`config.mk`:
```
export PLATFORM = sky130hd
export DESIGN_NAME = dm_arbiter
export DESIGN_NICKNAME = d
export VERILOG_FILES = /design/src/rtl/dm_arbiter.sv
export SDC_FILE = /design/constraint.sdc
export NUM_CORES = 1
export LEC_CHECK = 0
export CORE_AREA = 10 10 153 155
export CTS_BUF_LIST = sky130_fd_sc_hd__clkbuf_4 sky130_fd_sc_hd__clkbuf_8
export DETAILED_ROUTE_END_ITERATION = 10
export DIE_AREA = 0 0 163 165
export PLACE_DENSITY = 0.56
export RECOVER_POWER = 25
export SLEW_MARGIN = 20
export SYNTH_ARGS = -nofsm -noshare
export SYNTH_HDL_FRONTEND = slang
export SYNTH_SLANG_ARGS = --single-unit
```
`constraint.sdc`:
```
create_clock -name clk -period 4.31 [get_ports clk]
set_input_delay 0.862 -clock clk [delete_from_list [all_inputs] [get_ports clk]]
set_output_delay 0.862 -clock clk [all_outputs]
set_load 0.01 [all_outputs]
```
`src/rtl/dm_arbiter.sv`:
```
// Two-master round-robin arbiter with short locked bursts and address-range checking in front of the data memory.
// Optional grant/conflict counters are built only when DM_ARB_STATS_EN is defined.
module dm_arbiter #(
   parameter logic [31:0] ADDR_LIMIT = 32'h0000_4000,
   parameter int          MAX_BURST  = 4
) (
   input  logic        clk,
   input  logic        reset,
   input  logic        m0_req,
   input  logic        m0_we,
   input  logic        m0_lock,
   input  logic [31:0] m0_addr,
   input  logic [3:0]  m0_be,
   input  logic [31:0] m0_wd,
   output logic        m0_gnt,
   output logic [31:0] m0_rdata,
   output logic        m0_err,
   input  logic        m1_req,
   input  logic        m1_we,
   input  logic        m1_lock,
   input  logic [31:0] m1_addr,
   input  logic [3:0]  m1_be,
   input  logic [31:0] m1_wd,
   output logic        m1_gnt,
   output logic [31:0] m1_rdata,
   output logic        m1_err,
   output logic        dm_we,
   output logic [31:0] dm_addr,
   output logic [3:0]  dm_be,
   output logic [31:0] dm_wd,
   input  logic [31:0] dm_rdata,
   output logic        owner,
   output logic        err_sticky,
   output logic [31:0] stat_gnt0,
   output logic [31:0] stat_gnt1,
   output logic [31:0] stat_conflict
);

   // state | meaning
   // IDLE  | no lock held; plain round-robin between requesters
   // LOCK0 | master 0 holds the port while it keeps requesting
   // LOCK1 | master 1 holds the port while it keeps requesting
   typedef enum logic [1:0] {
      IDLE  = 2'd0,
      LOCK0 = 2'd1,
      LOCK1 = 2'd2
   } st_t;

   localparam int BW = $clog2(MAX_BURST + 1);

   st_t            st, st_n;
   logic           last, last_n;
   logic [BW-1:0]  bcnt, bcnt_n;
   logic           g0, g1, gnt, gid;
   logic           err0, err1;
   logic           g_we, g_lock, g_err;
   logic [31:0]    g_addr, g_wd;
   logic [3:0]     g_be;
   logic [31:0]    beat;

   assign err0 = (m0_addr >= ADDR_LIMIT);
   assign err1 = (m1_addr >= ADDR_LIMIT);

   always_comb begin
      g0 = 1'b0;
      g1 = 1'b0;
      if (st == LOCK0 && m0_req) begin
         g0 = 1'b1;
      end else if (st == LOCK1 && m1_req) begin
         g1 = 1'b1;
      end else if (m0_req && m1_req) begin
         if (last) g0 = 1'b1;
         else      g1 = 1'b1;
      end else begin
         g0 = m0_req;
         g1 = m1_req;
      end
   end

   assign gnt    = g0 | g1;
   assign gid    = g1;
   assign g_we   = gid ? m1_we   : m0_we;
   assign g_lock = gid ? m1_lock : m0_lock;
   assign g_err  = gid ? err1    : err0;
   assign g_addr = gid ? m1_addr : m0_addr;
   assign g_be   = gid ? m1_be   : m0_be;
   assign g_wd   = gid ? m1_wd   : m0_wd;

   // A grant to the non-locking master starts a fresh burst count for it.
   always_comb begin
      st_n   = IDLE;
      bcnt_n = '0;
      last_n = last;
      beat   = 32'd1;
      if (gnt) begin
         last_n = gid;
         if ((st == LOCK0 && !gid) || (st == LOCK1 && gid))
            beat = 32'(bcnt) + 32'd1;
         if (g_lock && (beat < $unsigned(MAX_BURST))) begin
            st_n   = gid ? LOCK1 : LOCK0;
            bcnt_n = BW'(beat);
         end
      end
   end

   always_ff @(posedge clk or posedge reset) begin
      if (reset) begin
         st         <= IDLE;
         last       <= 1'b1;
         bcnt       <= '0;
         err_sticky <= 1'b0;
      end else begin
         st         <= st_n;
         last       <= last_n;
         bcnt       <= bcnt_n;
         err_sticky <= err_sticky | (gnt & g_err);
      end
   end

   assign m0_gnt   = g0;
   assign m1_gnt   = g1;
   assign m0_err   = g0 & err0;
   assign m1_err   = g1 & err1;
   assign m0_rdata = (g0 && !err0) ? dm_rdata : 32'd0;
   assign m1_rdata = (g1 && !err1) ? dm_rdata : 32'd0;
   assign owner    = g1;

   assign dm_we   = gnt & g_we & ~g_err;
   assign dm_addr = gnt ? g_addr : 32'd0;
   assign dm_be   = gnt ? g_be   : 4'd0;
   assign dm_wd   = gnt ? g_wd   : 32'd0;

`ifdef DM_ARB_STATS_EN
   logic [31:0] s_gnt0, s_gnt1, s_conf;

   always_ff @(posedge clk or posedge reset) begin
      if (reset) begin
         s_gnt0 <= 32'd0;
         s_gnt1 <= 32'd0;
         s_conf <= 32'd0;
      end else begin
         if (g0 && s_gnt0 != 32'hFFFF_FFFF) s_gnt0 <= s_gnt0 + 32'd1;
         if (g1 && s_gnt1 != 32'hFFFF_FFFF) s_gnt1 <= s_gnt1 + 32'd1;
         if (m0_req && m1_req && s_conf != 32'hFFFF_FFFF) s_conf <= s_conf + 32'd1;
      end
   end

   assign stat_gnt0     = s_gnt0;
   assign stat_gnt1     = s_gnt1;
   assign stat_conflict = s_conf;
`else
   assign stat_gnt0     = 32'd0;
   assign stat_gnt1     = 32'd0;
   assign stat_conflict = 32'd0;
`endif

endmodule

```
==> out/qor.yml <==
status: "finished clean"
skew_ns: 0.00247
required_ns: 3.45
grt_pass1_vias: 3350
worstPathArrival_ns: 3.33
power.leakage_nw: 2.28
rsz0062_at_grt: "false"
setup_viol: 0
async_flop_share_pct: 100
synth_area_leaders: "buf_4, a22o_1, and2_1, dfrtp_1, and2_2"
worstSetupStartpointType: "input port"
synthCells: 309
drive_gt1_share_pct: 7.29
fin_util_pct: 27.7
worstSetupEndpointType: "primary output"
maxCapViolCount: 0
start_util_pct: 11.7
dpl-instance-area_um2: 5550
fin_tns_setup_ns: 0
synth_edf_count: 0
drt-pass1-iter-count: 4
slew_violations: 0
path_clk_slew_ns: 0.04
cts-root-buf: "clkbuf_8"
synthFlopType: "dfrtp_1"
grt_max_degree: 63
routabilityCongestion: 0.789
tightest_slew_ns: 0.486
worstSetupPathType: "input port to primary output"
slew_headroom_pct: 67.3
wl_um: 16800
ys_types: 33
period_minus_slack_ns: 4.19
hold_class: "flop to flop"
die-width_um: 163
nets: 795
hold_depth: 2
post-route-period-util_pct: 97.2
cts_hold_buf: 0
synth-seq-area-share_pct: 7.45
cts.htree.levels: 1
clock-sinks: 7
dp.cells: 883
clk_latency_ns: 0.22
cp_max_fo: 34
grt_antenna_before_repair: 0
finalNonFillerCells: 887
port_buffers: 314
syn_avg_cell_area_um2: 7.66
peakVddDrop_mv: 0.114
finalInstanceArea_um2: 5580
whs_ns: 0.500
rows: 52
reg2reg_depth: 6
grt_pass1_wl_um: 22400
yosysWarnings: 0
fmax_mhz: 239
track_usage_pct: 10.7
syn2layout_area_growth_pct: 136
cts_resized: 1
grt_overflow: 0
synth_common_cells: "buf_4, a22o_1, and2_1"
power_density_nw_per_um2: 146
routed_via_density: 3.46
ant_nets: 0
hold_violations: 0
yosysMostFrequentCell: "buf_4"
cts_buffers: 3
clock_path_buffers: 2
drc: 0
dr_total_vias: 3066
synth_area_um2: 2370
core-area_um2: 20200
initialDrtViolationCount: 244
die_h_um: 165
yosys.area.top_type: "buf_4"
wl_per_cell_um: 18.9
dp_hpwl_um: 14900
yosys.area.top_type_share_pct: 30.8
insertedDiodeCount: 0
synth-seq-cells: 7
die_area_um2: 26900
post_cts_buffers: 0
cts_tree: "yes"
num_io_pins: 411
## power breakdown
part,internal [mW],leakage (nW),switching [mW]
clock network,0.0700,0.0262,0.0255
registers,0.0733,0.0839,0.00646
logic,0.368,2.17,0.269
## final timing paths
| check | from | end | slack [ns] |
|---|---|---|---|
| setup / recovery | m1_addr[17] | dm_we | 0.12 |
| hold / removal | err_sticky | err_sticky | 0.50 |
| setup reg to reg | last | err_sticky | 2.32 |
| hold reg to reg | err_sticky | err_sticky | 0.50 |
| max in group asynchronous | reset | last | 3.03 |
| min in group asynchronous | reset | err_sticky | 1.01 |
## stage by stage
stage	total power, mW	setup slack [ns]
after floorplan	0.381	1.30
after global placement	0.725	-0.0464
after detailed placement	0.724	0.00281
after CTS	0.823	0.114
after global routing	0.864	0.0369
final	0.812	0.120
## layer usage
metal,track usage (%),vias to the layer above,routed length [um],share of wire [%]
met5,0,-,0,0
met4,0.451,0,20,0.12
met3,3.26,4,1460,8.7
met2,20.2,188,8740,52
met1,12.1,1366,6560,39
li1,-,1508,-,-
## logic make-up after synthesis
kind of cell / Yosys count / share of synthesized area [%]
buf+inv: 123 / 35.2
simple gates: 100 / 26.6
compound gates: 76 / 29.7
flops: 7 / 7.45
mux: 1 / 0.423
fa+ha+maj: 1 / 0.528
other cells: 1 / 0.158
## sequential cells by signal, summed over array words and instances, names as in the netlist
register / flops
st: 2
last: 1
err_sticky: 1
bcnt: 3
## cell usage in the layout, fill, tap and decap left out, drive strengths merged
cell	n
buf	10
nand3	3
o21ai	1
nor3b	1
nor2	7
nand2	7
o21ba	1
ha	1
nand3b	1
conb	97
and2	65
dfstp	1
dfrtp	6
clkbuf	6
o311ai	1
nor3	4
nand2b	1
dlygate4sd3	7
a2111oi	1
o31ai	2
mux2i	1
clkdlybuf4s50	306
o211a	1
and2b	1
inv	6
nor4	9
a22o	69
or4	1
## worst max-delay path, cell delays in order
cell             delay (ns)
clkdlybuf4s50_1        0.42
or4_4                  0.58
nor4_1                 0.48
buf_12                 0.24
a22o_2                 0.17
clkdlybuf4s50_1        0.56
## final cells by class
type	count	area [um2]
clock buffers	4	48.8
fillers	2187	14600
inverters	6	22.5
multi-input cells	275	1710
flip-flops and latches	7	176
well taps	270	338
repair buffers	325	3280
Power figures use the tool's default switching activity.
